[src/rtl/mem_arbiter.sv]
// Arbitrates one ram256x8 port between the CPU MEM stage and a debug/loader port.
// Define MEM_ARB_STARVE_GUARD_EN to force-grant debug after STARVE_MAX blocked cycles.
module mem_arbiter #(
  parameter int unsigned STARVE_MAX = 4
) (
  input  logic        clk,
  input  logic        R,
  input  logic        cpu_req,
  input  logic        cpu_rw,
  input  logic        cpu_size,
  input  logic [7:0]  cpu_addr,
  input  logic [31:0] cpu_di,
  output logic [31:0] cpu_do,
  output logic        cpu_stall,
  input  logic        dbg_req,
  input  logic        dbg_rw,
  input  logic        dbg_size,
  input  logic [7:0]  dbg_addr,
  input  logic [31:0] dbg_di,
  output logic        dbg_ack,
  output logic [31:0] dbg_do,
  output logic        ram_E,
  output logic        ram_RW,
  output logic        ram_Size,
  output logic [7:0]  ram_A,
  output logic [31:0] ram_DI,
  input  logic [31:0] ram_DO
);

  typedef enum logic [1:0] {
    IDLE    = 2'd0,
    DBG_ACC = 2'd1,
    DBG_ACK = 2'd2
  } state_t;

  state_t      state_q, state_d;
  logic        dbg_rw_q, dbg_rw_d;
  logic        dbg_size_q, dbg_size_d;
  logic [7:0]  dbg_addr_q, dbg_addr_d;
  logic [31:0] dbg_di_q, dbg_di_d;
  logic [31:0] dbg_do_q, dbg_do_d;
  logic        force_grant;
  logic        accept;

  // Counter is 3 bits wide, so only 1..7 is meaningful.
  if (STARVE_MAX < 1 || STARVE_MAX > 7) begin : g_starve_max_out_of_range
  end

`ifdef MEM_ARB_STARVE_GUARD_EN
  localparam logic [2:0] STARVE_LIM = 3'(STARVE_MAX);

  logic [2:0] starve_cnt_q, starve_cnt_d;

  always_comb begin
    starve_cnt_d = starve_cnt_q;
    if (!dbg_req || accept) begin
      starve_cnt_d = '0;
    end else if (state_q == IDLE && cpu_req &&
                 starve_cnt_q != STARVE_LIM) begin
      starve_cnt_d = starve_cnt_q + 3'd1;
    end
  end

  assign force_grant = (starve_cnt_q == STARVE_LIM);

  always_ff @(posedge clk) begin
    if (R) starve_cnt_q <= '0;
    else   starve_cnt_q <= starve_cnt_d;
  end
`else
  assign force_grant = 1'b0;
`endif

  assign accept = (state_q == IDLE) && dbg_req &&
                  (!cpu_req || force_grant);

  always_comb begin
    state_d    = state_q;
    dbg_rw_d   = dbg_rw_q;
    dbg_size_d = dbg_size_q;
    dbg_addr_d = dbg_addr_q;
    dbg_di_d   = dbg_di_q;
    dbg_do_d   = dbg_do_q;
    case (state_q)
      IDLE: begin
        if (accept) begin
          state_d    = DBG_ACC;
          dbg_rw_d   = dbg_rw;
          dbg_size_d = dbg_size;
          dbg_addr_d = dbg_addr;
          dbg_di_d   = dbg_di;
        end
      end
      DBG_ACC: begin
        state_d = DBG_ACK;
        if (!dbg_rw_q) begin
          dbg_do_d = dbg_size_q ? ram_DO : {24'h0, ram_DO[7:0]};
        end
      end
      DBG_ACK: state_d = IDLE;
      default: state_d = IDLE;
    endcase
  end

  always_ff @(posedge clk) begin
    if (R) begin
      state_q    <= IDLE;
      dbg_rw_q   <= 1'b0;
      dbg_size_q <= 1'b0;
      dbg_addr_q <= '0;
      dbg_di_q   <= '0;
      dbg_do_q   <= '0;
    end else begin
      state_q    <= state_d;
      dbg_rw_q   <= dbg_rw_d;
      dbg_size_q <= dbg_size_d;
      dbg_addr_q <= dbg_addr_d;
      dbg_di_q   <= dbg_di_d;
      dbg_do_q   <= dbg_do_d;
    end
  end

  // Debug owns the RAM only in DBG_ACC; otherwise the CPU does.
  always_comb begin
    ram_E    = 1'b0;
    ram_RW   = 1'b0;
    ram_Size = 1'b0;
    ram_A    = '0;
    ram_DI   = '0;
    if (state_q == DBG_ACC) begin
      ram_E    = 1'b1;
      ram_RW   = dbg_rw_q;
      ram_Size = dbg_size_q;
      ram_A    = dbg_addr_q;
      ram_DI   = dbg_di_q;
    end else if (cpu_req) begin
      ram_E    = 1'b1;
      ram_RW   = cpu_rw;
      ram_Size = cpu_size;
      ram_A    = cpu_addr;
      ram_DI   = cpu_di;
    end
  end

  assign cpu_stall = (state_q == DBG_ACC) && cpu_req;
  assign dbg_ack   = (state_q == DBG_ACK);
  assign cpu_do    = ram_DO;
  assign dbg_do    = dbg_do_q;

endmodule

[config.mk]
export PLATFORM = sky130hd
export DESIGN_NAME = mem_arbiter
export DESIGN_NICKNAME = d
export VERILOG_FILES = /design/src/rtl/mem_arbiter.sv
export SDC_FILE = /design/constraint.sdc
export NUM_CORES = 1
export LEC_CHECK = 0
export CAP_MARGIN = 20
export CORE_MARGIN = 4
export CORE_UTILIZATION = 41
export CTS_CLUSTER_SIZE = 16
export DETAILED_ROUTE_END_ITERATION = 12
export GPL_TIMING_DRIVEN = 0
export PLACE_DENSITY = 0.82
export SLEW_MARGIN = 20
export SYNTH_ARGS = -nofsm -noshare
export SYNTH_HDL_FRONTEND = slang
export SYNTH_SLANG_ARGS = --single-unit
[constraint.sdc]
create_clock -name clk -period 1.5 [get_ports clk]
set_input_delay 0.15 -clock clk [delete_from_list [all_inputs] [get_ports clk]]
set_output_delay 0.15 -clock clk [all_outputs]
set_load 0.1 [all_outputs]
* Yosys cells after proc, flatten, opt, wreduce, memory -nomap -nowiden
Cells that the tools add are included.
** Word-level totals
- Output and inout port bits :: 109
- Register bits after elaboration :: 76
- Bits of input ports :: 120
- Word-level logic and storage cells :: 30
** Cells by class
- Equal/unequal tests :: 3
- Reduce and logical (&&, ||, !) cells :: 7
- Muxes and demuxes :: 13
- Bitwise operators :: 1
** Operators with widths (number)
- 2-to-1 mux 32 bit :: 3
- 2-to-1 mux 8 bit :: 2
- 2-to-1 mux 1 bit :: 6
- case mux 2 bit (2 select lines) :: 1
- AND reduction 2 bit :: 2
- logical AND 1 bit :: 3
- equality test 2 x 1 -> 1 bit, second input constant :: 1
- equality test 2 bit, second input constant :: 1
- zero test 2 bit :: 1
- 2-to-1 mux 2 bit :: 1
- inequality test 2 bit, second input constant :: 1
- zero test 1 bit :: 1
- inverter 1 bit :: 1

* Logic depth before layout (Yosys ltp)
Gate-level depths: netlist of run 1.
- Word-level depth :: 5
- Depth in mapped cells :: 5
- Depth with buffers taken out :: 2

* Worst setup path after synthesis of run 1
No wires, ideal clock.
- Path type :: register to output
- Start point :: register state_q[1]
- End point :: output port ram_A[0]
- Setup slack :: -1.597 ns
- Cell stages (with the launch flop) :: 5
- Arrival time :: 2.947 ns
- Buffers on the path :: 2
- Required time :: 1.350 ns
- Cells stage by stage :: dfxtp_1 > buf_6 > and2b_1 > clkbuf_1 > o21ai_0
** Between the ends
- Word-level cells in the longest chain between the ends :: 2
** RTL lines
- start: declaration :: line 36 : state_t state_q, state_d;
- start signal: assignment :: line 114 : state_q <= state_d;
- equality test 2 x 1 -> 1 bit :: line 130 : if (state_q == DBG_ACC) begin
- 2-to-1 mux 8 bit :: line 130
- end: declaration :: line 25 : output logic [7:0] ram_A,
Every way passes these cells.

* Worst setup path in the final report of run 1
- Start point :: register state_q[1]
- End point :: output port ram_A[7]
Same word-level chain as after synthesis.

==> results of run 1 <==
==> registers in the layout (all words and copies together) (netlist names) <==
name / cells
dbg_di_q: 32
dbg_do: 32
dbg_addr_q: 8
state_q: 2
dbg_rw_q: 1
dbg_size_q: 1
==> worst register-to-register path: cells and delay by family (launching register included) <==
kind	cells	cell delay [ns]
buf+inv	5	0.82
flops	1	0.32
simple gates	1	0.31
mux	1	0.22
==> cell type report <==
type / instances / area, um2 / area share (%)
Clock inverter: 4 / 75.07 / 0.8748
Multi-Input combinational cell: 357 / 2959 / 34.48
Clock buffer: 10 / 137.6 / 1.604
Sequential cell: 76 / 1523 / 17.74
Tap cell: 140 / 175.2 / 2.041
Buffer: 77 / 649.4 / 7.567
Timing Repair Buffer: 246 / 3063 / 35.69
==> metrics by stage <==
step	utilization [%]	area, um2	worst slack, ns	power (W)
detailed placement	68.93	7440	-1.025	0.004444
CTS	77.05	8315	-0.2636	0.006376
floorplan	-	5002	-0.1465	0.003761
finish	79.52	8582	-0.2799	0.006446
global route	79.52	8582	-0.3257	0.006656
global placement	68.93	7440	-1.015	0.004420
==> placed cells by master (no fill, tap or decap), drive strengths merged, types with 41 or more instances in the layout <==
master,count
nand2,42
dfxtp,76
clkdlybuf4s15,63
clkdlybuf4s50,117
clkbuf,42
buf,110
mux2i,74
o21ai,41
nand3b,65
nand2b,126
==> cell usage after synthesis <==
master / instances
buf_12: 4
clkbuf_1: 28
buf_4: 34
o21ai_0: 41
nand2_1: 42
dfxtp_1: 76
buf_6: 5
nor3b_2: 1
nand3b_1: 65
buf_2: 8
and2b_1: 1
a21oi_1: 1
nor2_1: 1
nor2b_1: 2
nand2b_1: 126
mux2i_1: 74
nor4b_4: 1
and2_1: 1
==> repair_timing <==
item / in CTS / in global routing
cloned: 5 / 6
gates resized for setup: 607 / 35
pin swaps: 2 / 1
endpoints found under the hold margin: 0 / 0
buffers inserted: 5 / 5
hold buffers: 0 / 0
endpoints found under the setup margin: 109 / 85
==> layer usage <==
| metal | routed length (um) | GRT usage, % | vias to the layer above |
|---|---|---|---|
| met5 | 0 | 0 | - |
| met4 | 526 | 8.574 | 0 |
| met3 | 746 | 5.027 | 38 |
| met2 | 8630 | 42.61 | 149 |
| met1 | 6655 | 28.20 | 2175 |
| li1 | - | - | 2167 |
==> cells by family (layout without fill, tap and decap cells) <==
kind of cell	after synthesis	count (layout)
mux	74	74
simple gates	240	241
flops	76	76
compound gates	42	42
buf+inv	79	337
==> power by group through the flow <==
stage          combinational, W  clock (W)  sequential, W
2_1_floorplan           0.00153          0        0.00224
3_3_place_gp            0.00225          0        0.00217
3_5_place_dp            0.00227          0        0.00217
4_1_cts                 0.00249    0.00176        0.00212
5_1_grt                 0.00268    0.00185        0.00213
6_report                0.00259    0.00173        0.00213
==> worst max-delay path by stage <==
stage / startpoint / end / slack, ns / cells after the start
global route: state_q[1]$_SDFFE_PP0P_ / ram_A[7] / -0.33 / 6
floorplan: state_q[1]$_SDFFE_PP0P_ / ram_A[0] / -0.15 / 4
CTS: state_q[1]$_SDFFE_PP0P_ / ram_DI[12] / -0.26 / 5
finish: state_q[1]$_SDFFE_PP0P_ / ram_A[7] / -0.28 / 6
global placement: state_q[1]$_SDFFE_PP0P_ / ram_Size / -1.01 / 5
detailed placement: state_q[1]$_SDFFE_PP0P_ / ram_Size / -1.02 / 5
==> run_results.csv, run 1 <==
group,metric,value,unit
floorplanning,core_area,0.01079,mm2
synth,synth_top_cell_by_area,"dfxtp_1",
detailed_routing,drcViolationCount,0,
clock_network,clk_pin_slew,0.08,ns
clock_network,cts_max_path_buffers,2,
global_route,grt_max_degree,18,
placement,dp.cells,877,
clock_network,h-tree-depth,3,
critical_path,end_kind,"output port",
pwr,p_comb_share,40.2,%
placement,place_congestion,0.8075,
status,violations,"setup timing",
detailed_routing,wirelength,16560,um
synth,ys_warn_count,0,
synth,synth_compound_area_share,4.661,%
floorplanning,die_w,112.9,um
hold_path,whs_endpoint,"dbg_do[4]$_SDFFE_PP0P_",
synth,synth_top_family_by_area,"simple AND/OR/NAND/NOR gates",
timing,setup_ws,-0.2799,ns
critical_path,ff2ff_path_depth,7,
timing,setup_viol,116,
clock_network,insertion_delay,0.35,ns
critical_path,cp_num_buf_inv,4,
pwr,vdd_drop_max,0.5003,mV
pwr,pwr-share-seq,33.0,%
clock_network,clock_sinks,76,
detailed_routing,drt-vias-per-instance,4.977,
critical_path,r2r_start,"state_q[1]$_SDFFE_PP0P_",
critical_path,critical-path-top-delay-family,"buffers and inverters",
critical_path,cp.required,1.35,ns
synth,synthSimpleGateAreaFrac,33.27,%
hold_path,hold_depth,3,
synth,netlist_instances,511,
synth,yosys.area.top_type_share,33.74,%
timing,fin_setup_tns,-20.38,ns
global_route,grt_pass1_wl,24520,um
critical_path,cpPeakStageDelay,0.32,ns
floorplanning,ios,229,
detailed_routing,drt-initial-drc-count,178,
synth,ys_seq_area_share,33.74,%
critical_path,critPathArrivalTime,1.63,ns
layout,nFillCells,657,
timing,finalClockSkew,0.006021,ns
global_route,antenna_found_initial,0,
synth,synthXorXnorAreaFrac,0,%
layout,final_nets,887,
critical_path,r2r-end,"dbg_di_q[4]$_SDFFE_PP0P_",
clock_network,numCtsBuffers,9,
global_route,grt_pass1_vias,4704,
critical_path,worst_path_most_repeated_cell,"buf_6",
synth,syn_avg_cell_area,8.825,um2
synth,synth_nets,631,
timing,rsz0062_at_grt,"true",
layout,diodes,0,
run,max_cap_viol_count,0,
status,status,"complete, but fails checks",
hold_path,hold_class,"input pin to flip-flop",
floorplanning,start_util,41.78,%
synth,synth_area,0.004509,mm2
timing,fin_crit_sh,118.7,%
synth,synth_fa_ha_area_share,0,%
detailed_routing,ant_nets,0,
synth,synthMuxAreaShare,16.43,%
pwr,intPower,0.004122,W
global_route,grtUsageTotal,23.88,%
synth,synth_seq_cells,76,
timing,relSlewSlack,61.87,%
placement,portBuffers,226,
critical_path,startpoint_type,"flip-flop",
timing,max_freq,0.5618,GHz
pwr,power.density,751.1,mW/mm2
layout,drive_gt1_share,32.86,%
synth,synthTopCellsByArea,"dfxtp_1 (34%), nand2b_1 (17%), mux2i_1 (16%)",
detailed_routing,vias,4529,
timing,period_minus_slack,1.780,ns
hold_path,hold_path_startpoint,"R",
pwr,switching_power,0.002325,W
global_route,gr-total-overflow,0,
pwr,switching_share,36.06,%
critical_path,path_class,"flip-flop to output port",
floorplanning,die-area,0.01274,mm2
detailed_routing,dr.pass1.iters,5,
placement,hpwl,11540,um
layout,area_delta_synth_final,90.32,%
critical_path,ff2ff_setup_slack,-0.25,ns
critical_path,slowest_stage,"dfxtp_2",
timing,tightest_slew,0.5746,ns
timing,drv_slew,0,
timing,hold_viol,0,
pwr,clkPwrFrac,26.8,%
layout,layoutNonFillerInstCount,910,
floorplanning,die_height,112.9,um
pwr,p_leak,3.178,nW
critical_path,critPathMaxFanout,10,
floorplanning,rows,38,
clock_network,cts_root_buf,"clkbuf_8",
clock_network,cts_tree,"done",
detailed_routing,wl_per_cell,18.19,um
critical_path,path_cells,"buf_6, buf_4, buf_6, nand3b_1, o21ai_4, buf_12",
synth,synth_cell_types,18,
timing,fin_hold_ws,0.3225,ns
Note: power is estimated with default switching activity, not from simulation.
==> run 2, diff against run 1 <==
Settings changed: CORE_MARGIN 4 to unset.
==> run 2 against run 1 <==
  * The run still ends with setup timing left
  * Via count grew 1.6%
  * Total power shrank 2.5%
  * Final cell count fell by 0.11%
  * Critical path depth fell by 1
  * Flip-flop and latch count unchanged
  * Sequential power about the same
  * Setup slack better by 0.028 ns
  * Largest power group unchanged
==> run_results.csv, run 2 (same netlist as run 1, synthesis figures left out) <==
group,metric,value,unit
detailed_routing,wirelength,16650,um
critical_path,end_kind,"output port",
pwr,p_leak,3.197,nW
placement,post-place-ws,-1.037,ns
timing,hold_viol,0,
layout,area_delta_synth_final,90.57,%
timing,tightest_slew,0.5772,ns
layout,drive_gt1_share,33.25,%
layout,diodes,0,
layout,final_nets,889,
run,max_cap_viol_count,0,
pwr,vdd_drop_max,0.5203,mV
floorplanning,ios,229,
global_route,grtUsageTotal,28.15,%
layout,nFillCells,620,
critical_path,cp.required,1.35,ns
timing,setup_ws,-0.2520,ns
global_route,grt_max_degree,18,
status,status,"complete, but fails checks",
layout,final_core_util,81.77,%
global_route,grt_pass1_wl,25010,um
detailed_routing,drt-vias-per-instance,5.061,
floorplanning,die_w,106.9,um
clock_network,cts.hold.buffers_added,0,
timing,max_freq,0.5708,GHz
global_route,gr-total-overflow,0,
placement,hpwl,11080,um
clock_network,cts_max_path_buffers,2,
clock_network,insertion_delay,0.34,ns
floorplanning,core_area,0.01051,mm2
timing,fin_crit_sh,116.8,%
layout,final_cell_mix,"nand2b_1 (124), clkdlybuf4s50_1 (117), dfxtp_1 (74)",
placement,place_congestion,0.7960,
global_route,antenna_found_initial,0,
detailed_routing,wl_per_cell,18.32,um
critical_path,path_cells,"buf_6, and2b_4, clkbuf_16, o21ai_4, buf_12",
status,violations,"setup timing",
clock_network,h-tree-depth,3,
global_route,grt_pass1_vias,4806,
timing,period_minus_slack,1.752,ns
layout,design_area,0.008593,mm2
timing,setup_viol,78,
critical_path,cpPeakStageDelay,0.34,ns
clock_network,clk_pin_slew,0.08,ns
detailed_routing,vias,4600,
timing,relSlewSlack,61.70,%
detailed_routing,drt-initial-drc-count,213,
critical_path,critPathArrivalTime,1.60,ns
floorplanning,die-area,0.01142,mm2
clock_network,cts_tree,"done",
timing,rsz0062_at_grt,"true",
floorplanning,start_util,42.91,%
pwr,p_total,0.006285,W
hold_path,hold_class,"input pin to flip-flop",
detailed_routing,drcViolationCount,0,
clock_network,numCtsBuffers,9,
floorplanning,die_height,106.9,um
layout,final_common_cell,"nand2b_1",
detailed_routing,ant_nets,0,
timing,drv_slew,0,
timing,fin_setup_tns,-10.18,ns
clock_network,cts_root_buf,"clkbuf_8",
placement,place_area,0.007435,mm2
placement,portBuffers,226,
critical_path,path_class,"flip-flop to output port",
critical_path,critPathMaxFanout,6,
timing,finalClockSkew,0.01440,ns
floorplanning,rows,37,
pwr,power.density,731.4,mW/mm2
critical_path,startpoint_type,"flip-flop",
clock_network,clock_sinks,76,
critical_path,slowest_stage,"dfxtp_2",
detailed_routing,dr.pass1.iters,5,
-- run 2: cell type report --
| class | count | area [um2] | area share (%) |
|---|---|---|---|
| clock inverters | 5 | 52.55 | 0.6115 |
| repair buffers | 248 | 3090 | 35.96 |
| multi-input cells | 357 | 2972 | 34.58 |
| plain buffers | 77 | 646.9 | 7.528 |
| flip-flops and latches | 76 | 1524 | 17.73 |
| well taps | 136 | 170.2 | 1.980 |
| clock buffers | 10 | 137.6 | 1.602 |
-- run 2: worst max-delay path, delay by kind of cell (launching register included) --
kind,cells,cell delay (ns)
buf+inv,3,0.49
simple gates,1,0.24
compound gates,1,0.19
flops,1,0.34
-- run 2: what timing repair did --
item / in CTS / in global routing
setup endpoints to repair: 109 / 103
gates cloned: 6 / 7
setup buffers: 4 / 7
hold endpoints to repair: 0 / 0
pin swaps: 1 / 4
gates resized for setup: 623 / 16
-- run 2: power by group --
group | switching, W | total (W) | leakage, nW | internal, W
Combinational | 0.00153 | 0.00261 | 2.48 | 0.00108
Sequential | 0.0000421 | 0.00213 | 0.618 | 0.00209
Clock | 0.000751 | 0.00155 | 0.0979 | 0.000797
Total | 0.00232 | 0.00629 | 3.20 | 0.00396
-- run 2: per-stage QoR --
step / hold slack (ns) / instances
final: 0.3376 / 909
after global routing: 0.3473 / 909
after CTS: 0.3072 / 896
after detailed placement: 0.4611 / 873
after global placement: 0.4589 / 873
after floorplan: 0.3053 / 511
-- run 2: path summary, 6_finish.rpt --
check	slack [ns]	start	cells after the start	to
setup / recovery	-0.25	state_q[1]$_SDFFE_PP0P_	5	ram_A[4]
hold / removal	0.34	R	3	dbg_di_q[11]$_SDFFE_PP0P_
setup reg to reg	-0.08	state_q[0]$_SDFFE_PP0P_	6	dbg_addr_q[0]$_SDFFE_PP0P_
hold reg to reg	0.48	dbg_di_q[1]$_SDFFE_PP0P_	2	dbg_di_q[1]$_SDFFE_PP0P_
-- run 2: layer usage --
layer  up-vias  share of wire (%)  routed length (um)  track usage (%)
met5         -                  0                   0                0
met4         0                1.4                 238            7.436
li1       2187                  -                   -                -
met2       151                 54                8928            53.13
met1      2244                 41                6764            32.14
met3        18                4.3                 722            5.228
==> run 3, diff against run 2 <==
Settings changed: CTS_CLUSTER_SIZE 16 to unset.
==> results of run 3 <==
Final layout, timing and power as in run 2 (identical DEF).
